$ cat config.mk
export PLATFORM = sky130hd
export DESIGN_NAME = priority_decoder
export DESIGN_NICKNAME = d
export VERILOG_FILES = /design/src/rtl/priority_pkg.sv /design/src/rtl/pd_fifo2.sv /design/src/rtl/priority_decoder.sv
export SDC_FILE = /design/constraint.sdc
export NUM_CORES = 1
export LEC_CHECK = 0
export ABC_CLOCK_PERIOD_IN_PS = 4700
export CAP_MARGIN = 0
export CORE_MARGIN = 4
export CORE_UTILIZATION = 30
export DETAILED_ROUTE_END_ITERATION = 8
export PLACE_DENSITY = 0.65
export REMOVE_ABC_BUFFERS = 1
export SLEW_MARGIN = 5
export SYNTH_ARGS = -nofsm -noshare
export SYNTH_HDL_FRONTEND = slang
export SYNTH_SLANG_ARGS = --single-unit
$ cat constraint.sdc
create_clock -name clk -period 4.7 [get_ports clk]
set_input_delay 0.94 -clock clk [delete_from_list [all_inputs] [get_ports clk]]
set_output_delay 0.94 -clock clk [all_outputs]
set_load 0.05 [all_outputs]
$ cat src/rtl/priority_pkg.sv
// Shared types for the priority decoder: FIFO occupancy states, code constants and the decode function.
package priority_pkg;

  typedef enum logic [1:0] {
    EMPTY = 2'd0,
    ONE   = 2'd1,
    FULL  = 2'd2
  } occ_t;

  localparam logic [1:0] CODE_NONE = 2'b00;
  localparam logic [1:0] CODE_L0   = 2'b01;
  localparam logic [1:0] CODE_L1   = 2'b10;
  localparam logic [1:0] CODE_L2   = 2'b11;

  function automatic logic [2:0] decode(input logic [1:0] code);
    logic [2:0] oneHot;
    oneHot = 3'b000;
    case (code)
      CODE_L0: oneHot = 3'b001;
      CODE_L1: oneHot = 3'b010;
      CODE_L2: oneHot = 3'b100;
      default: oneHot = 3'b000;
    endcase
    return oneHot;
  endfunction

endpackage

$ cat src/rtl/pd_fifo2.sv
// Two-entry FIFO of decoded one-hot entries; data visible one cycle after push.
// Caller qualifies push/pop; a push is only honoured below FULL, a pop only above EMPTY.
module pd_fifo2
  import priority_pkg::*;
(
  input  logic       clk,
  input  logic       rst,
  input  logic       push,
  input  logic       pop,
  input  logic [2:0] din,
  output logic [2:0] dout,
  output occ_t       state
);

  occ_t       nextState;
  logic [2:0] mem0;
  logic [2:0] mem1;

  always_ff @(posedge clk) begin
    if (rst) begin
      state <= EMPTY;
    end else begin
      state <= nextState;
    end
  end

  always_comb begin
    nextState = state;
    case (state)
      EMPTY: if (push) nextState = ONE;
      ONE: begin
        if (push && !pop) nextState = FULL;
        else if (!push && pop) nextState = EMPTY;
      end
      FULL: if (pop) nextState = ONE;
      default: nextState = EMPTY;
    endcase
  end

  // mem0 always holds the oldest entry; mem1 only matters in FULL.
  always_ff @(posedge clk) begin
    if (rst) begin
      mem0 <= 3'b000;
      mem1 <= 3'b000;
    end else begin
      case (state)
        EMPTY: if (push) mem0 <= din;
        ONE: begin
          if (push && pop) mem0 <= din;
          else if (push) mem1 <= din;
        end
        FULL: if (pop) mem0 <= mem1;
        default: ;
      endcase
    end
  end

  assign dout = (state == EMPTY) ? 3'b000 : mem0;

endmodule

$ cat src/rtl/priority_decoder.sv
// Decodes 2-bit priority codes to one-hot lines through a 2-entry buffer (1-cycle latency).
// in_ready drops only when the buffer is full; it never depends on out_ready.
module priority_decoder
  import priority_pkg::*;
#(
  parameter int CNT_W = 8
) (
  input  logic             clk,
  input  logic             rst,
  input  logic [1:0]       in_code,
  input  logic             in_valid,
  output logic             in_ready,
  output logic [2:0]       out_onehot,
  output logic             out_valid,
  input  logic             out_ready,
  output logic [CNT_W-1:0] none_count
);

  localparam logic [CNT_W-1:0] CNT_MAX = '1;

  occ_t       fifoState;
  logic [2:0] fifoDout;
  logic       push;
  logic       pop;

  assign in_ready  = (fifoState != FULL);
  assign out_valid = (fifoState != EMPTY);
  assign push      = in_valid && in_ready;
  assign pop       = out_valid && out_ready;
  assign out_onehot = fifoDout;

  pd_fifo2 uFifo (
    .clk   (clk),
    .rst   (rst),
    .push  (push),
    .pop   (pop),
    .din   (decode(in_code)),
    .dout  (fifoDout),
    .state (fifoState)
  );

  // Count accepted "none" codes; hold at all-ones instead of wrapping.
  always_ff @(posedge clk) begin
    if (rst) begin
      none_count <= '0;
    end else if (push && (in_code == CODE_NONE) && (none_count != CNT_MAX)) begin
      none_count <= none_count + 1'b1;
    end
  end

endmodule

Word level (Yosys, flattened, before mapping)
Cells that the tools add are included.
{"block": "totals", "output_inout_bits": 13, "regBits": 16}
{"block": "op_classes", "n_addsub": 1, "bitwise": 1, "muxes": 11, "eq_ne": 11, "reduce_logical": 16}
{"op": "$pmux W3 S3", "count": 2}
{"op": "$mux W3", "count": 4}
{"op": "$add A8 B1 Y8 const B", "count": 1}
{"op": "$mux W2", "count": 4}
{"op": "$ne A8 B8 Y1 const B", "count": 1}
{"op": "$logic_and A1 B1 Y1", "count": 7}
{"op": "$eq A2 B2 Y1 const B", "count": 3}
{"op": "$pmux W2 S3", "count": 1}
{"op": "$reduce_and A3 Y1", "count": 2}
{"op": "$eq A2 B1 Y1 const B", "count": 2}
{"op": "$logic_not A2 Y1", "count": 2}
{"op": "$ne A2 B1 Y1 const B", "count": 2}
{"op": "$ne A2 B2 Y1 const B", "count": 2}
{"op": "$reduce_and A4 Y1", "count": 1}
{"op": "$ne A3 B1 Y1 const B", "count": 1}
{"op": "$reduce_bool A3 Y1", "count": 1}
{"op": "$logic_not A1 Y1", "count": 2}
{"op": "$reduce_bool A2 Y1", "count": 1}
{"op": "$not A1 Y1", "count": 1}

Logic depth before layout (Yosys ltp)
{"block": "depth", "depth_word": 7, "mapped_depth": 6}

Modules after synthesis
From an unflattened synthesis, not the netlist that was laid out.
{"block": "unflattened", "cells_unflattened": 98, "hier_area_um2": 892.1}
{"module": "priority_decoder", "cells_each": 56, "instances": 1, "seq_area_each_um2": 160.2, "area_each_um2": 480.5}
{"module": "pd_fifo2", "cells_each": 42, "instances": 1, "seq_area_each_um2": 160.2, "area_each_um2": 411.6}

Worst setup path before layout
OpenSTA, ideal clock, no wires.
{"block": "synth_path", "path_kind": "input-to-reg", "startpoint": "input port in_code[0]", "endpoint": "register none_count[5]", "stages": 5, "setup_slack_ns": 2.536, "setup_time_ns": 0.070, "t_arrival_ns": 2.093, "path_cell_list": "nand2b_1 > or3_1 > buf_2 > or4_1 > a21oi_1"}
{"block": "synth_via", "elab_chain_len": 3}
{"item": "from (decl)", "line": "priority_decoder.sv:10", "source": "input logic [1:0] in_code,"}
{"item": "$logic_not A2 Y1", "line": "priority_decoder.sv:46", "source": "end else if (push && (in_code == CODE_NONE) && (none_count != CNT_MAX)) begin"}
{"item": "$logic_and A1 B1 Y1 (2 in series)", "line": "priority_decoder.sv:46"}
{"item": "to (signal assigned)", "line": "priority_decoder.sv:47", "source": "none_count <= none_count + 1'b1;"}
{"item": "to (decl)", "line": "priority_decoder.sv:16", "source": "output logic [CNT_W-1:0] none_count"}
No other way between the ends.
A chain may end at the register's enable or synchronous reset.

Final worst setup path
{"block": "layout_path", "startpoint": "register uFifo.state[1]", "endpoint": "output port in_ready"}
{"block": "layout_via", "elab_chain_len": 1}
{"item": "from (decl)", "line": "pd_fifo2.sv:12", "source": "output occ_t state"}
{"item": "from (signal assigned)", "line": "pd_fifo2.sv:23", "source": "state <= nextState;"}
{"item": "$ne A2 B2 Y1", "line": "priority_decoder.sv:26", "source": "assign in_ready = (fifoState != FULL);"}
{"item": "to (decl)", "line": "priority_decoder.sv:12", "source": "output logic in_ready,"}
No other way between the ends.

==> impl_metrics.tcl <==
set metrics [dict create \
    rrSetupSlack_ps 2910 \
    synth_edf_count 0 \
    worst_pin_slew_ps 693.4 \
    syn_inst 98 \
    r2r_end "none_count[4]" \
    reg2reg_from "none_count[0]" \
    min-delay-start "uFifo.mem1[2]" \
    coreArea_um2 2522 \
    drt-total-wl_um 1821 \
    synth-seq-cells 16 \
    wl_met1_um 831 \
    grt_overflow 0 \
    total_power_mw 0.2579 \
    max_stage_delay_ps 720 \
    ant_nets 0 \
    clk_latency_ps 290 \
    dp_hpwl_um 1328 \
    utilization 0.4107 \
    postCtsSetupRepairBufs 0 \
    max_slew_margin 0.5361 \
    cts.sinks 16 \
    final_nets 124 \
    cts_hold_buf 0 \
    io_buffers 18 \
    cap_viol_max_count 0 \
    vias 782 \
    row_count 18 \
    tns_ps 0 \
    setup_viol 0 \
    yosysUniqueCellTypes 29 \
    antenna_found_initial 0 \
    max_freq_ghz 0.3649 \
    syn_avg_cell_area_um2 8.286 \
    cts_tree "done" \
    yosysTopAreaCellShare 0.3945 \
    syn_area_um2 812.0 \
    clockBufferDepth 2 \
    place.gp.congestion 0.7014 \
    drc 0 \
    hold_viol 0 \
    wl_met2_um 836 \
    grt_max_degree 17 \
    diodes 0 \
    p_leak_nw 0.3236 \
    min_to "uFifo.mem0[2]" \
    initial_utilization 0.3219 \
    drive_above_1_share 0.06087 \
    die_w_um 60.03 \
    grt_pass1_vias 705 \
    pin_count 19 \
    drv_slew 0 \
    synthTopCellsByArea "dfxtp_1, a21oi_1, nor2b_1" \
    whs_path_depth 2 \
    routed-wl-met3_um 145 \
    drt_first_pass_iters 4 \
    irDropWorstVdd_v 0.0001380 \
    rsz0062_at_grt "false" \
    yosys-top-cells-count "dfxtp_1, a21oi_1, nor2_1" \
    status "finished, final reports clean" \
    cp_slowest_cell "clkdlybuf4s50_1" \
    synth_most_common_cell "dfxtp_1" \
    area_delta_synth_final_pct 27.58 \
    routed_via_density 5.393 \
    cts_buffers 3 \
    yosysSeqAreaShare 0.3945 \
    powerDensity_nw_per_um2 248.9 \
    min_period_over_period 0.5831 \
    routed.top_layer "met4" \
    hold_ws_ps 482.5 \
    ys_async_sr_fraction 0 \
    synth-warning-count 0 \
    min_path_type "flip-flop to flip-flop" \
    critPathLaunchType "flip-flop" \
    grt_pass1_wl_um 3008 \
    cts_root_buf "clkbuf_4" \
    synth_ff_type "dfxtp_1" \
    critical_path_required_ps 3760 \
    endpoint_kind "output pin" \
    min_period_ps 2741 \
    crit_chain "nor2b_4 -> inv_1 -> clkdlybuf4s50_1" \
    clkTransAtPathRegs_ps 90 \
    fp.dieArea_um2 3603 \
    yosysTopAreaCell "dfxtp_1" \
    r2r_cells 4 \
    wl_per_cell_um 12.56 \
    fillers 277 \
    crit_path_max_fanout 7 \
    fin_skew_ps 0.9937 \
    cts_resized 0 \
    setup.worst_path.class "flip-flop to output pin" \
    cts_max_level 1 \
    die_h_um 60.03 \
    grt_use_total 0.1098 \
    cp.arrival_ps 1800 \
    drt-initial-drc-count 20 \
]
kinds of logic (layout without fill, tap and decap cells):
kind of cell / after synthesis / in the layout / share of synthesized area
mux: 3 / 3 / 0.03698
simple gates: 46 / 46 / 0.3313
buf+inv: 8 / 25 / 0.03851
fa+ha+maj: 1 / 1 / 0.01541
compound gates: 24 / 24 / 0.1834
flops: 16 / 16 / 0.3945
routing by layer:
layer,GRT usage,up-vias
met5,0,-
met4,0.02848,0
met3,0.04536,2
met2,0.1852,26
met1,0.1274,366
li1,-,388
power breakdown:
group	leakage [nW]	switching (mW)	internal, mW
Clock	0.0138	0.0434	0.0298
Sequential	0.130	0.00368	0.140
Combinational	0.180	0.0245	0.0168
per-stage QoR:
step	setup WS, ps	cell area [µm²]	instances
finish	1959	1036	145
global route	1845	1036	145
CTS	1941	1036	145
detailed placement	1917	1013	142
global placement	1948	1013	142
floorplan	2540	795.8	94
final cells by class:
| class | instances | area [µm²] | share of cell area |
|---|---|---|---|
| Clock buffer | 3 | 22.52 | 0.02174 |
| Inverter | 4 | 15.01 | 0.01449 |
| Tap cell | 30 | 37.54 | 0.03623 |
| Timing Repair Buffer | 18 | 180.2 | 0.1739 |
| Multi-Input combinational cell | 74 | 460.4 | 0.4444 |
| Sequential cell | 16 | 320.3 | 0.3092 |
cell usage in the layout, fill, tap and decap left out, drive strengths merged, types with 3 or more instances in the layout:
master and count:
o31ai 4, a21oi 11, mux2i 3, or4 5, dfxtp 16, nor2b 8
nor2 8, a311oi 3, o21ai 4, or3 4, clkdlybuf4s50 18, nand2b 3
nand2 7, nand3 4, inv 4, clkbuf 3
state kept, by name, indices dropped and copies added (netlist names):
| signal | cells |
|---|---|
| none_count | 8 |
| uFifo.state | 2 |
| uFifo.mem1 | 3 |
| uFifo.mem0 | 3 |
how the worst max path moves through the flow:
stage,startpoint,depth (start not counted),to,slack (ps)
finish,uFifo.state[1],3,in_ready,1960
global route,uFifo.state[0],3,out_onehot[0],1840
CTS,uFifo.state[0],3,out_onehot[1],1940
detailed placement,in_code[0],5,none_count[7],1920
global placement,in_code[0],5,none_count[6],1950
floorplan,in_code[0],4,none_count[4],2540
worst max-delay path: cells and delay by family, from the launching register on:
kind,cells,cell delay (ps)
simple gates,1,260
flops,1,430
buf+inv,2,830
Power figures use the tool's default switching activity.
